`src/rtl/down_counter8b_pkg.sv`:
```
// down_counter8b_pkg: shared state encoding and count width for the down-counter.
package down_counter8b_pkg;
   localparam int CNT_W = 8;
   typedef enum logic {IDLE = 1'b0, RUN = 1'b1} state_t;
endpackage

```
`src/rtl/decrementer8b.sv`:
```
// decrementer8b: combinational 8-bit decrement; Borrow flags wrap from zero.
module decrementer8b (
   input  logic [7:0] A,
   output logic [7:0] D,
   output logic       Borrow
);
   assign D      = A - 8'd1;
   assign Borrow = (A == 8'd0);
endmodule

```
`src/rtl/down_counter8b.sv`:
```
// down_counter8b: prescaled 8-bit down-counter/timer with Done pulse and optional
// auto-reload, stepping through the shared decrementer8b.
module down_counter8b
   import down_counter8b_pkg::*;
#(
   parameter int PRESCALE = 1,
   parameter int PS_W     = 8
) (
   input  logic             clk,
   input  logic             rst_n,
   input  logic             Load,
   input  logic [CNT_W-1:0] Load_Val,
   input  logic             Enable,
   input  logic             Auto_Reload,
   output logic [CNT_W-1:0] Count,
   output logic             Busy,
   output logic             Done
);
   state_t           state, state_nx;
   logic [CNT_W-1:0] reload, reload_nx, count_nx, dec;
   logic [PS_W-1:0]  ps_cnt, ps_nx;
   logic             done_nx, borrow, tick, term, reload_ok;

   decrementer8b u_dec (
      .A      (Count),
      .D      (dec),
      .Borrow (borrow)
   );

   assign Busy      = (state == RUN);
   assign tick      = Busy && Enable && (ps_cnt == PS_W'(PRESCALE - 1));
   assign term      = tick && (Count == CNT_W'(1));
   assign reload_ok = Auto_Reload && (reload != '0);

   always_comb begin
      state_nx  = state;
      count_nx  = Count;
      reload_nx = reload;
      ps_nx     = ps_cnt;
      done_nx   = 1'b0;
      if (Load) begin
         count_nx  = Load_Val;
         reload_nx = Load_Val;
         ps_nx     = '0;
         state_nx  = (Load_Val != '0) ? RUN : IDLE;
         done_nx   = (Load_Val == '0);
      end else if (Busy && Enable) begin
         ps_nx = tick ? '0 : ps_cnt + PS_W'(1);
         if (term) begin
            // reload straight from 1 so Count never shows 0 while reloading
            done_nx  = 1'b1;
            count_nx = reload_ok ? reload : '0;
            state_nx = reload_ok ? RUN : IDLE;
         end else if (tick) begin
            count_nx = dec;
         end
      end
   end

   always_ff @(posedge clk or negedge rst_n) begin
      if (!rst_n) begin
         state  <= IDLE;
         Count  <= '0;
         reload <= '0;
         ps_cnt <= '0;
         Done   <= 1'b0;
      end else begin
         state  <= state_nx;
         Count  <= count_nx;
         reload <= reload_nx;
         ps_cnt <= ps_nx;
         Done   <= done_nx;
      end
   end

   always @(posedge clk)
      if (rst_n && tick) assert (!borrow);
endmodule
```
`config.mk`:
```
export PLATFORM = sky130hd
export DESIGN_NAME = down_counter8b
export DESIGN_NICKNAME = d
export VERILOG_FILES = /design/src/rtl/down_counter8b_pkg.sv /design/src/rtl/decrementer8b.sv /design/src/rtl/down_counter8b.sv
export SDC_FILE = /design/constraint.sdc
export NUM_CORES = 1
export LEC_CHECK = 0
export CORE_ASPECT_RATIO = 0.7
export CORE_UTILIZATION = 37
export DETAILED_ROUTE_END_ITERATION = 8
export GPL_ROUTABILITY_DRIVEN = 0
export GPL_TIMING_DRIVEN = 0
export PLACE_DENSITY_LB_ADDON = 0.05
export SLEW_MARGIN = 10
export SYNTH_ARGS = -nofsm -noshare
export SYNTH_HDL_FRONTEND = slang
export SYNTH_SLANG_ARGS = --single-unit
export TNS_END_PERCENT = 1
```
`constraint.sdc`:
```
create_clock -name clk -period 1.8 [get_ports clk]
set_input_delay 0.36 -clock clk [delete_from_list [all_inputs] [get_ports clk]]
set_output_delay 0.36 -clock clk [all_outputs]
set_load 0.01 [all_outputs]
```
Word-level counts from Yosys, hierarchy flattened
Index checks and enable logic that the tools add are counted.
{ "totals": {"regBits": 26, "latchBits": 0, "output_inout_bits": 10, "n_memories": 0, "ram_bits": 0, "romBits": 0} }
{ "op_classes": {"reduce_logical": 13, "n_lt_le_gt_ge": 0, "n_eq_ne": 1, "n_mux": 16, "shifts": 0, "mul": 0, "n_div": 0, "addsub": 2, "bitwise": 0} }
{ "op_table": {"columns": ["operator", "n"], "rows": [
  ["$mux W8", 8],
  ["$logic_not A8 Y1", 2],
  ["$reduce_bool A8 Y1", 2],
  ["$add A8 B1 Y8 const B", 1],
  ["$eq A8 B1 Y1 const B", 1],
  ["$mux W1", 8],
  ["$sub A8 B1 Y8 const B", 1],
  ["$logic_and A1 B1 Y1", 4],
  ["$reduce_and A2 Y1", 2],
  ["$reduce_bool A2 Y1", 2],
  ["$reduce_bool A3 Y1", 1]
]} }

Longest topological paths before layout
{ "logic_depth": {"word_depth": 6, "mapped_depth": 8} }

Hierarchy
Synthesis repeated with hierarchy kept, for this count alone.
{ "hier_totals": {"cells_unflattened": 150, "hier_area_um2": 1537.7} }
{ "modules_own_cells": {"columns": ["mod", "cells_each", "n_inst", "area_per_inst_um2"], "rows": [
  ["down_counter8b", 129, 1, 1382.6],
  ["decrementer8b", 21, 1, 155.1]
]} }

Least setup slack after synthesis
Ideal clock, no wire load.
{ "synth_timing": {"path_type": "reg2reg", "start": "register Count[2]", "end": "register Count[5]", "synth_period_minus_slack_ns": 1.797, "setup_ns": 0.092, "t_arrival_ns": 1.705, "slack_ns": 0.003, "stages_incl_launch_ff": 5, "path_buffers": 0, "required_time_ns": 1.708, "path_cell_list": "dfrtp_1 -> or4_4 -> or4_1 -> o2111a_1 -> o31ai_2"} }
{ "synth_via": {"elab_chain_len": 5, "word_cells_on_any_way": 9, "classes_between": "add/sub (1); eq/ne (1); mux (4); reduce/logical (3)"} }
{ "synth_lines": {"columns": ["item", "line", "text"], "rows": [
  ["start: declaration", "down_counter8b.sv:15", "output logic [CNT_W-1:0] Count,"],
  ["start signal: assignment", "down_counter8b.sv:69", "Count <= count_nx;"],
  ["$sub A8 B1 Y8 / $eq A8 B1 Y1 (equally long branches)", "decrementer8b.sv:7, down_counter8b.sv:32", null],
  ["$mux W8 / $logic_and A1 B1 Y1 (equally long branches)", "down_counter8b.sv:54, down_counter8b.sv:32", null],
  ["$mux W8", "down_counter8b.sv:49", "if (term) begin"],
  ["$mux W8", "down_counter8b.sv:47", "end else if (Busy && Enable) begin"],
  ["$mux W8", "down_counter8b.sv:41", "if (Load) begin"]
]} }
Parallel ways exist; a longest one is shown, timed or not. The select of a mux whose other input is x is not followed.
A chain may end at the register's enable or synchronous reset.

Worst setup path after layout
{ "layout_timing": {"start": "register Count[0]", "end": "register Count[5]"} }
The elaborated chain is that of the path after synthesis.

==> results.tsv <==
metric	value	unit
final setup fails	2	
Residual DRC	0	
max-capacitance violation count	0	
PnR worst setup slack	-0.0595	ns
syn avg cell area	9.30	sq um
Crit. End Element	flop	
CTS hold repair buffers	0	
Vias/cell	5.58	
Top Ports	23	
Clock Latency Late Sink	0.27	ns
Cell Area, Synth	0.00147	sq mm
CP Class	flop to flop	
Die Ht	54.7	um
CTS buffer count	3	
Post-DRT Antenna Nets	0	
Die X	77.3	um
dpl ws	-0.594	ns
ant diodes	0	
crit path max fanout	8	
First DRT Iteration DRCs	125	
worst IR drop on VDD	0.355	mV
unique cell type count in the Yosys netlist	43	
RSZ-0062 raised after global routing	yes	
Pleak	0.812	nW
FMAX	538	MHz
power per cell area	723	mW/mm^2
CP arrival	2.04	ns
FP Rows	18	
fin crit share	103	%
H-tree Lvls	1	
worst reg2reg startpoint	Count[0]	
post-route cell area	0.00193	sq mm
Worst Tran Pin Value	0.588	ns
Reg2Reg Setup Slack	-0.06	ns
detailed placement HPWL	2.85	mm
Longest Clk Path Bufs	2	
Fin. Hold Viols	0	
final setup skew	0.00178	ns
Layout area overhead	31.1	%
most frequent cells in the layout	dfrtp_1, clkdlybuf4s50_1, nand2_1	
number of max-slew violations in the final report	0	
largest net degree at the start of global routing	27	
wire length of the first global-routing pass	6.26	mm
Synth Register Bits	26	
fin nets	209	
CTS tree	yes	
GRT overflow	0	
share of cells above drive strength 1	20.5	%
die area	0.00423	sq mm
Clk pin slew, worst setup/hold paths	0.09	ns
HP Class	primary input to async pin	
vias	1339	
CP startpoint kind	flop	
initial antenna violation count	0	
synthesized instance count	158	
TritonCTS Sinks	26	
post-layout min period	1.86	ns
Yosys warnings	0	
Post-Syn Nets	175	
GRT Resource Usage Total	19.9	%
Routed Wire Length	4.06	mm
area post-placement	0.00174	sq mm
CP required	1.98	ns
Seq/Total Area, Yosys	44.3	%
worst reg2reg path depth	4	
violated checks	negative setup slack	
vias in the first global route	1240	
area of the core	0.00365	sq mm
outcome	complete, but fails checks	
reg-to-reg critical path endpoint	Count[5]	
Initial Util	40.3	%
Slew headroom	60.8	%
Clock Tree Root	clkbuf_8	
commonest non-fill, non-tap cell in the layout	dfrtp_1	
Port Buffers	21	
Initial DRT Pass Iterations	4	
Avg WL per Cell	16.9	um
==> state kept, by name, summed over array words and instances (netlist names) <==
signal and flops:
Count 8, ps_cnt 8, reload 8, Busy 1
Done 1
==> cell families (layout without fill, tap and decap cells) <==
family	after synthesis	after routing	synth area share, %
AND/OR/NAND/NOR	55	55	20.3
AO/OA/AOI/OAI	41	41	19.9
flip-flops	26	26	44.3
buffers and inverters	22	54	5.87
XOR/XNOR	8	8	4.77
adder cells (fa/ha/maj)	4	4	3.40
multiplexers	2	2	1.45
==> cell type report <==
| class | instances | area [sq um] |
|---|---|---|
| Multi-Input combinational cell | 110 | 795 |
| Sequential cell | 26 | 654 |
| Tap cell | 50 | 62.6 |
| Clock buffer | 3 | 41.3 |
| Fill cell | 340 | 1720 |
| Buffer | 8 | 53.8 |
| Inverter | 13 | 48.8 |
| Timing Repair Buffer | 30 | 273 |
==> routing by layer <==
metal,vias up,global-route usage (%),wire [um]
met3,2,4.83,248
li1,635,-,-
met1,654,28.8,2040
met5,-,0,0
met4,0,2.83,16
met2,48,30.5,1760
==> cells in the mapped netlist (all sizes together) <==
cell type | number | area (sq um)
dfrtp | 26 | 651
o21ai | 13 | 65.1
and3 | 2 | 12.5
o2111ai | 2 | 17.5
a41o | 1 | 10.0
nor2b | 1 | 6.26
o31ai | 5 | 42.5
nor3 | 5 | 25.0
or4 | 2 | 18.8
xnor2 | 1 | 8.76
a31oi | 4 | 25.0
a2bb2oi | 2 | 17.5
nand2b | 1 | 6.26
buf | 3 | 15.0
nand2 | 17 | 63.8
a211oi | 1 | 7.51
mux2 | 1 | 11.3
nor3b | 2 | 15.0
inv | 13 | 48.8
o221a | 2 | 22.5
a311oi | 1 | 8.76
nor2 | 9 | 33.8
a21o | 1 | 8.76
nor4b | 2 | 17.5
ha | 4 | 50.1
clkbuf | 6 | 22.5
and2 | 2 | 12.5
or3 | 1 | 6.26
a21oi | 4 | 20.0
and4 | 1 | 8.76
mux2i | 1 | 10.0
xor2 | 7 | 61.3
o311ai | 1 | 8.76
a2111o | 1 | 11.3
a22oi | 1 | 7.51
nor4 | 4 | 40.0
a31o | 1 | 8.76
nand4 | 2 | 12.5
o2111a | 1 | 11.3
nand3 | 4 | 20.0
==> critical path: stages (launching register included) <==
cell,delay (ns)
dfrtp_2,0.48
or4_4,0.56
or4_1,0.40
o2111a_1,0.15
o31ai_2,0.17
==> what timing repair did <==
action                                  CTS  global route
setup buffers                             0             9
endpoints found under the setup margin   15            18
pin swaps                                 0             5
resized for setup                        13            12
endpoints found under the hold margin     0             0
==> worst max path at each step <==
stage	from	end	slack, ns	depth (start not counted)
after floorplan	Count[2]	Count[5]	0.003	4
after global placement	Enable	ps_cnt[1]	-0.53	8
after detailed placement	Enable	Done	-0.59	8
after CTS	Count[1]	Count[4]	-0.09	6
after global routing	Count[0]	Count[5]	-0.12	4
final	Count[0]	Count[5]	-0.06	4
==> report_power, final <==
| part | internal (mW) | total [mW] | switching (mW) |
|---|---|---|---|
| clock | 0.150 | 0.328 | 0.178 |
| sequential | 0.627 | 0.693 | 0.0666 |
| combinational | 0.196 | 0.373 | 0.177 |
| total | 0.972 | 1.39 | 0.422 |
==> metrics by stage <==
stage,std cells,util (%),power (mW),setup TNS (ns),hold slack [ns]
6_report,240,52.8,1.39,-0.0665,0.0837
5_1_grt,240,52.8,1.47,-0.815,0.137
4_1_cts,231,49.8,1.35,-0.232,0.563
3_5_place_dp,229,47.8,1.01,-9.73,0.534
3_3_place_gp,229,47.8,1.00,-7.84,0.528
2_1_floorplan,158,-,0.861,0,0.0644
Note: power is estimated with default switching activity, not from simulation.
